$ cat src/rtl/fir_result_streamer.sv
// Streams a block of FIR result bytes from sample memory to a ready/valid consumer.
// Ports: clk/rst (sync, active-high), start/base_addr/sample_count (job request),
// mem_addr/mem_re/mem_data (read port, 1-cycle latency), out_data/out_valid/
// out_ready/out_last (stream), busy/done (status), checksum/peak (run statistics).
module fir_result_streamer #(
    parameter int ADDR_W     = 10,
    parameter int DATA_W     = 8,
    parameter int FIFO_DEPTH = 4
) (
    input  logic              clk,
    input  logic              rst,
    input  logic              start,
    input  logic [ADDR_W-1:0] base_addr,
    input  logic [ADDR_W-1:0] sample_count,
    output logic [ADDR_W-1:0] mem_addr,
    output logic              mem_re,
    input  logic [DATA_W-1:0] mem_data,
    output logic [DATA_W-1:0] out_data,
    output logic              out_valid,
    input  logic              out_ready,
    output logic              out_last,
    output logic              busy,
    output logic              done,
    output logic [15:0]       checksum,
    output logic [DATA_W-1:0] peak
);

    localparam int PW = $clog2(FIFO_DEPTH);

    typedef enum logic [1:0] {
        S_IDLE,
        S_STREAM,
        S_FINISH
    } state_t;

    state_t r_state;
    state_t w_next;

    logic [DATA_W-1:0] r_fifo [FIFO_DEPTH];
    logic [PW-1:0]     r_wptr;
    logic [PW-1:0]     r_rptr;
    logic [PW:0]       r_count;
    logic              r_mem_re;
    logic              r_re_d1;
    logic [ADDR_W-1:0] r_mem_addr;
    logic [ADDR_W-1:0] r_rd_addr;
    logic [ADDR_W-1:0] r_rd_left;
    logic [ADDR_W-1:0] r_out_left;
    logic [15:0]       r_checksum;
    logic [DATA_W-1:0] r_peak;

    logic              w_accept;
    logic              w_valid;
    logic              w_fire;
    logic              w_last;
    logic              w_issue;
    logic [PW+1:0]     w_occ;
    logic [DATA_W-1:0] w_head;

    assign w_accept = (r_state == S_IDLE) && start;
    assign w_valid  = (r_count != '0);
    assign w_head   = r_fifo[r_rptr];
    assign w_fire   = w_valid && out_ready;
    assign w_last   = (r_out_left == ADDR_W'(1));

    // Occupancy counts buffered samples plus both read-pipeline stages,
    // so every issued read is guaranteed a free FIFO slot on return.
    assign w_occ = (PW+2)'(r_count) + (PW+2)'(r_mem_re) + (PW+2)'(r_re_d1);
    assign w_issue = (r_state == S_STREAM) && (r_rd_left != '0)
                     && (w_occ < (PW+2)'(FIFO_DEPTH));

    assign mem_addr  = r_mem_addr;
    assign mem_re    = r_mem_re;
    assign out_valid = w_valid;
    assign out_data  = w_valid ? w_head : '0;
    assign out_last  = w_valid && w_last;
    assign checksum  = r_checksum;
    assign peak      = r_peak;

    always_ff @(posedge clk) begin
        if (rst) begin
            r_state <= S_IDLE;
        end else begin
            r_state <= w_next;
        end
    end

    always_comb begin
        w_next = r_state;
        busy   = 1'b0;
        done   = 1'b0;
        case (r_state)
            S_IDLE: begin
                if (start) begin
                    w_next = (sample_count == '0) ? S_FINISH : S_STREAM;
                end
            end
            S_STREAM: begin
                busy = 1'b1;
                if (w_fire && w_last) begin
                    w_next = S_FINISH;
                end
            end
            S_FINISH: begin
                busy   = 1'b1;
                done   = 1'b1;
                w_next = S_IDLE;
            end
            default: w_next = S_IDLE;
        endcase
    end

    // Sample storage needs no reset: validity lives in r_count.
    always_ff @(posedge clk) begin
        if (r_re_d1) begin
            r_fifo[r_wptr] <= mem_data;
        end
    end

    always_ff @(posedge clk) begin
        if (rst) begin
            r_mem_re   <= 1'b0;
            r_re_d1    <= 1'b0;
            r_mem_addr <= '0;
            r_rd_addr  <= '0;
            r_rd_left  <= '0;
            r_out_left <= '0;
            r_wptr     <= '0;
            r_rptr     <= '0;
            r_count    <= '0;
            r_checksum <= '0;
            r_peak     <= '0;
        end else begin
            // r_re_d1 marks the cycle in which mem_data holds a requested byte.
            r_re_d1  <= r_mem_re;
            r_mem_re <= w_issue;
            if (w_issue) begin
                r_mem_addr <= r_rd_addr;
                r_rd_addr  <= r_rd_addr + ADDR_W'(1);
                r_rd_left  <= r_rd_left - ADDR_W'(1);
            end
            if (w_accept) begin
                r_rd_addr  <= base_addr;
                r_rd_left  <= sample_count;
                r_out_left <= sample_count;
                r_checksum <= '0;
                r_peak     <= {1'b1, {(DATA_W-1){1'b0}}};
            end
            if (r_re_d1) begin
                r_wptr <= r_wptr + PW'(1);
            end
            if (w_fire) begin
                r_rptr     <= r_rptr + PW'(1);
                r_out_left <= r_out_left - ADDR_W'(1);
                r_checksum <= r_checksum + 16'(w_head);
                if ($signed(w_head) > $signed(r_peak)) begin
                    r_peak <= w_head;
                end
            end
            case ({r_re_d1, w_fire})
                2'b10:   r_count <= r_count + (PW+1)'(1);
                2'b01:   r_count <= r_count - (PW+1)'(1);
                default: r_count <= r_count;
            endcase
        end
    end

endmodule
$ cat config.mk
export PLATFORM = sky130hd
export DESIGN_NAME = fir_result_streamer
export DESIGN_NICKNAME = d
export VERILOG_FILES = /design/src/rtl/fir_result_streamer.sv
export SDC_FILE = /design/constraint.sdc
export NUM_CORES = 1
export LEC_CHECK = 0
export CORE_AREA = 3 3 141 143
export DETAILED_ROUTE_END_ITERATION = 10
export DIE_AREA = 0 0 144 146
export SYNTH_ARGS = -nofsm -noshare
export SYNTH_HDL_FRONTEND = slang
export SYNTH_SLANG_ARGS = --single-unit
$ cat constraint.sdc
create_clock -name clk -period 6.45 [get_ports clk]
set_clock_uncertainty 0.2 [all_clocks]
set_input_delay 0.645 -clock clk [delete_from_list [all_inputs] [get_ports clk]]
set_output_delay 0.645 -clock clk [all_outputs]
set_load 0.05 [all_outputs]
==> summary.txt, run 1 <==
clk_lat worst skew = 0.36 ns
Pint = 1.23 mW
fin. max-slew vios = 0
Synth Cell Area = 5560 sq um
synthesized net count = 636
part of the power in registers = 42.9%
area delta synth->final = 23.5%
Inst Count DP = 863
Arr. time, crit path = 3.66 ns
Comb power frac = 25.6%
core box area = 18700 sq um
P_sw = 0.649 mW
post-synthesis register bit count = 109
fin nets = 703
Finished Layout Cells = 879
cts hold-fix bufs = 0
die area = 21000 sq um
final WL = 13600 um
post-synthesis instance total = 573
GPL Wtd Cong = 0.846
Design Power = 1.87 mW
Initial Util = 29.7%
number of synthesized flops with an enable pin = 32
RSZ-0062 raised after global routing = false
synthesized area per cell = 9.70 sq um
fraction of registers with async set/reset = 0%
share of cells above drive strength 1 = 6.51%
vias in the first global route = 4140
max-slew headroom at the worst pin = 42.6%
Crit. End Element = flip-flop
register area = 2500 sq um
Startpoint Class = flip-flop
peak supply drop = 139 uV
power per cell area = 273 nW/um^2
First-pass DRT Iterations = 4
min Tclk post-route = 3.55 ns
GRT Overall Usage = 13.1%
top cell type's share of synthesized area = 27.7%
Leakage = 2.30 nW
ranking of synthesized cells by area = dfxtp_1 (28%), edfxtp_1 (17%), ha_1 (6.5%)
sw frac = 34.6%
# Post-CTS Setup Buffers = 0
Critical Path RT = 6.55 ns
clock-pin slew on the worst setup and hold paths = 0.09 ns
Ports = 79
total global routing overflow = 0
final hold slack = 0.259 ns
total number of vias = 4371
period utilisation layout = 55.1%
Detail Route Antenna Nets = 0
most area-hungry cell type in the Yosys netlist = dfxtp_1
final hold vios = 0
H-tree depth = 3
worst hold path class = flip-flop to flip-flop
area occupied by multi-input gates = 2820 sq um
CTS sink cnt = 109
Rows = 50
Vias/cell = 4.97
Ant. Diodes = 0
register area share after synthesis = 45.0%
TritonCTS clock tree = built
Max Cap Viol = 0
# resized after CTS = 0
CP Max Fanout = 8
initial antenna violation count = 0
DRC viols = 0
Num CTS Buffers = 9
initial DRC count = 222
Clock Tree Buf Depth = 2
clock network power share = 31.5%
most frequent cell after synthesis = dfxtp_1
pin count of the biggest net entering global routing = 82
Fmax = 0.281 GHz
Final setup viols = 0
Synth Flop Type = dfxtp_1
drt wl/cell = 15.5 um
crit path kind = flip-flop to flip-flop
outcome = finished clean
setup TNS = 0 ns
Synth top cells by count = dfxtp_1 (77), nor2_1 (56), nand2_1 (49)
HPWL Detailed = 9770 um
post-layout util = 36.7%
number of buffers added on ports = 78
CTS root buf = clkbuf_16
Yosys warnings = 0
Worst Tran Pin Value = 0.858 ns
Fill cells = 1877
Yosys cell types = 64
first-pass GRT wire length = 21900 um
Die Wd = 144 um
Die Ht = 146 um
## worst paths after layout
path                                                from                  endpoint  slack, ns  cells after the start
worst max-delay path                           flip-flop        peak[4]$_SDFF_PP0_       2.90                      7
worst min-delay path            mem_addr[6]$_SDFFE_PP0P_  mem_addr[6]$_SDFFE_PP0P_       0.26                      2
worst max register to register                 flip-flop        peak[4]$_SDFF_PP0_       2.90                      7
worst min register to register  mem_addr[6]$_SDFFE_PP0P_  mem_addr[6]$_SDFFE_PP0P_       0.26                      2
## registers in the layout (all words and copies together) (netlist names), named ones only
signal / flops
mem_re: 1
r_out_left: 10
r_count: 3
r_wptr: 2
peak: 8
r_rptr: 2
r_rd_left: 10
r_fifo: 32
mem_addr: 10
r_state: 2
r_re_d1: 1
checksum: 16
r_rd_addr: 10
## logic make-up after synthesis
logic type	Yosys count	synth area share, %
AND/OR/NAND/NOR	209	19.3
buffers and inverters	57	4.28
XOR/XNOR	23	3.62
adder cells (fa/ha/maj)	31	7.25
multiplexers	22	5.65
AO/OA/AOI/OAI	122	14.9
flip-flops	109	45.0
## stage by stage
step           cell area (sq um)  setup slack (ns)
3_5_place_dp                6540              2.86
4_1_cts                     6870              2.85
5_1_grt                     6870              2.63
3_3_place_gp                6540              3.02
6_report                    6870              2.90
2_1_floorplan               5560              3.36
## worst max-delay path, cell delays in order, from the launching register on
cell and delay, ns:
dfxtp_1 0.63, mux4_2 0.63, ha_1 0.33, a21oi_1 0.14
o21ai_0 0.11, a311oi_1 0.57, mux2i_2 0.63, mux2i_1 0.24
## cell type report
class | instances | share of cell area (%)
inverter | 30 | 1.64
clock inverter | 7 | 1.44
sequential | 109 | 36.4
multi-input combinational | 407 | 41.1
clock buffer | 9 | 3.28
timing repair buffer | 83 | 11.8
tap | 234 | 4.26
## cells in the final DEF (no fill, tap or decap), types with 4 or more instances in the layout
cell type,Yosys,routed
dfxtp_1,77,77
clkdlybuf4s50_1,0,77
nor2_1,56,56
nand2_1,49,49
a21oi_1,33,33
edfxtp_1,32,32
inv_1,29,29
ha_1,29,29
a211oi_1,26,26
xnor2_1,20,20
nor3_1,18,18
nand3_1,15,15
o21ai_0,16,15
nand2b_1,13,13
mux2i_1,12,12
nor4_1,11,11
nor2b_1,10,10
o211ai_1,10,10
clkbuf_16,0,9
o31ai_1,8,8
mux4_2,7,7
and2_1,6,6
a31oi_1,5,5
nand4b_1,5,5
buf_4,1,5
nor4b_1,4,4
or3_1,4,4
a21o_1,4,4
## power by group through the flow
stage | logic [mW] | clock network, mW | registers (mW)
detailed placement | 0.479 | 0 | 0.820
floorplan | 0.316 | 0 | 0.843
finish | 0.479 | 0.590 | 0.805
global placement | 0.477 | 0 | 0.820
global route | 0.526 | 0.639 | 0.813
CTS | 0.482 | 0.609 | 0.805
## routing by layer
metal | track usage, % | wire length (um) | vias up
li1 | - | - | 2214
met2 | 19.7 | 5940 | 83
met5 | 0 | 0 | -
met3 | 2.96 | 614 | 12
met4 | 4.00 | 213 | 0
met1 | 18.6 | 6840 | 2062
Note: power is estimated with default switching activity, not from simulation.
==> run 2, diff against run 1 <==
==> constraint.sdc (replaced) <==
create_clock -name clk -period 3.1 [get_ports clk]
set_clock_uncertainty 0.2 [all_clocks]
set_input_delay 0.31 -clock clk [delete_from_list [all_inputs] [get_ports clk]]
set_output_delay 0.31 -clock clk [all_outputs]
set_load 0.05 [all_outputs]
==> summary.txt, run 2 (same netlist as run 1, synthesis figures left out) <==
outcome = finished clean
core box area = 18700 sq um (unchanged)
met2 WL = 6020 um (+1.3%)
Die Wd = 144 um (unchanged)
Num CTS Buffers = 9 (unchanged)
Hold Crit Start = rst
Hold Crit Depth = 2 (unchanged)
top layer in use = met4
reg2reg setup slack = 0.17 ns (-2.73 ns)
fin. max-slew vios = 0 (unchanged)
met1 WL = 6700 um (-2.1%)
hold endpoint = checksum[15]$_SDFFE_PP0P_
Ports = 79 (unchanged)
worst r2r dst = checksum[12]$_SDFFE_PP0P_
final WL = 13500 um (-0.58%)
clock-pin slew on the worst setup and hold paths = 0.08 ns (about the same)
slowest CP cell = mux4_2
Max Cap Viol = 0 (unchanged)
Inst Count DP = 875 (+1.4%)
Placed Instance Area = 6630 sq um (+1.3%)
pin count of the biggest net entering global routing = 56 (-32%)
HPWL Detailed = 9830 um (+0.58%)
TritonCTS clock tree = built
R2R cell count = 9 (+2)
RSZ-0062 raised after global routing = true
CTS sink cnt = 109 (unchanged)
Final setup viols = 0 (unchanged)
clk_lat worst skew = 0.36 ns (about the same)
power per cell area = 554 nW/um^2 (+100%)
Detail Route Antenna Nets = 0 (unchanged)
Arr. time, crit path = 3.00 ns (-0.66 ns)
Worst Tran Pin Value = 0.942 ns (+0.0843 ns)
peak supply drop = 287 uV (+110%)
H-tree depth = 3 (unchanged)
fin nets = 717 (+2.0%)
CP delay by family, top = compound AO/OA/AOI/OAI gates
Rows = 50 (unchanged)
GRT Overall Usage = 12.9% (-0.14 points)
most common cell after layout, fill and taps aside = dfxtp_1
crit path kind = flip-flop to flip-flop
CTS root buf = clkbuf_16
number of buffers added on ports = 78 (unchanged)
Crit. End Element = flip-flop
initial DRC count = 266 (+20%)
Initial Util = 29.7% (unchanged)
drt wl/cell = 15.2 um (-2.1%)
part of the power in registers = 43.1% (+0.2 points)
period utilisation layout = 94.6% (+39 points)
Ant. Diodes = 0 (unchanged)
final hold vios = 0 (unchanged)
max-slew headroom at the worst pin = 36.8% (-5.8 points)
Finished Layout Cells = 893 (+1.6%)
final hold slack = 0.197 ns (-0.0621 ns)
Top reg by flops = r_fifo
Slowest Stage Delay on Critical Path = 0.59 ns (-0.04 ns)
share of cells above drive strength 1 = 9.10% (+2.6 points)
max FFs per register = 32 (unchanged)
clock network power share = 30.1% (-1.4 points)
cells along the critical path = buf_6 -> mux4_2 -> buf_4 -> ha_1 -> a21o_1 -> a21o_1 -> o31ai_1 -> nand4b_1 -> o31ai_1
Fmax = 0.341 GHz (+21%)
DR WL met3 = 669 um (+9.0%)
P_sw = 1.31 mW (+100%)
vias in the first global route = 4266 (+3.0%)
Startpoint Class = flip-flop
Leakage = 2.37 nW (+3.0%)
initial antenna violation count = 0 (unchanged)
CP Max Fanout = 6 (-2)
Final Cell Area = 6980 sq um (+1.6%)
first-pass GRT wire length = 21900 um (+0.25%)
Die Ht = 146 um (unchanged)
sw frac = 33.8% (-0.81 points)
total global routing overflow = 0 (unchanged)
Critical Path RT = 3.17 ns (-3.38 ns)
DRC viols = 0 (unchanged)
Pint = 2.56 mW (+110%)
Final WS setup = 0.169 ns (-2.73 ns)
First-pass DRT Iterations = 5 (+1)
GPL Wtd Cong = 0.793 (-6.3%)
Buf/Inv on CP = 2 (+2)
cts hold-fix bufs = 0 (unchanged)
Comb power frac = 26.7% (+1.1 points)
Clock Tree Buf Depth = 2 (unchanged)
DP Worst Slack = 0.155 ns (-2.70 ns)
min Tclk post-route = 2.93 ns (-0.623 ns)
area delta synth->final = 25.5%
Vias/cell = 4.99 (+0.44%)
most frequent cells in the layout = dfxtp_1 (77), clkdlybuf4s50_1 (76), nor2_1 (56), nand2_1 (49), a21oi_1 (33)
total number of vias = 4460 (+2.0%)
worst hold path class = input port to flip-flop
post-layout util = 37.3% (+0.60 points)
die area = 21000 sq um (unchanged)
[run 2: cell types whose count changed in the layout (fill, tap and decap cells not counted), sizes merged]
cell           change
buf               +15
clkdlybuf4s50      -1
[run 2: worst max-delay path by stage]
stage | to | depth (start not counted) | slack, ns
detailed placement | peak[4]$_SDFF_PP0_ | 10 | 0.16
floorplan | peak[0]$_SDFF_PP0_ | 8 | 0.008
finish | checksum[12]$_SDFFE_PP0P_ | 9 | 0.17
CTS | peak[4]$_SDFF_PP0_ | 10 | 0.13
global route | checksum[9]$_SDFFE_PP0P_ | 10 | -0.05
global placement | peak[2]$_SDFF_PP0_ | 10 | 0.22
[run 2: routing by layer]
metal	GRT usage (%)	up-vias
li1	-	2237
met4	3.15	0
met3	3.06	8
met1	18.3	2125
met5	0	-
met2	19.8	90
[run 2: repair_timing]
action                                  in CTS  in global routing
endpoints found under the setup margin       0                  9
resized for setup                            0                  6
setup buffers                                0                  2
[run 2: final cells by class]
class	instances	area [sq um]
Fill cell	1852	11700
Multi-Input combinational cell	407	2840
Sequential cell	109	2500
Timing Repair Buffer	97	923
Tap cell	234	293
Clock buffer	9	225
Inverter	30	113
Clock inverter	7	78.8
[run 2: power groups by stage]
stage	Sequential (mW)	Combinational, mW	Clock [mW]
after global placement	1.70	1.02	0
final	1.67	1.03	1.17
after floorplan	1.75	0.658	0
after CTS	1.67	1.03	1.21
after global routing	1.68	1.14	1.27
after detailed placement	1.70	1.03	0
[run 2: per-stage QoR]
stage | TNS (ns) | total power [mW]
after floorplan | 0 | 2.41
after global placement | 0 | 2.72
after detailed placement | 0 | 2.73
after CTS | 0 | 3.91
after global routing | -0.114 | 4.09
final | 0 | 3.87
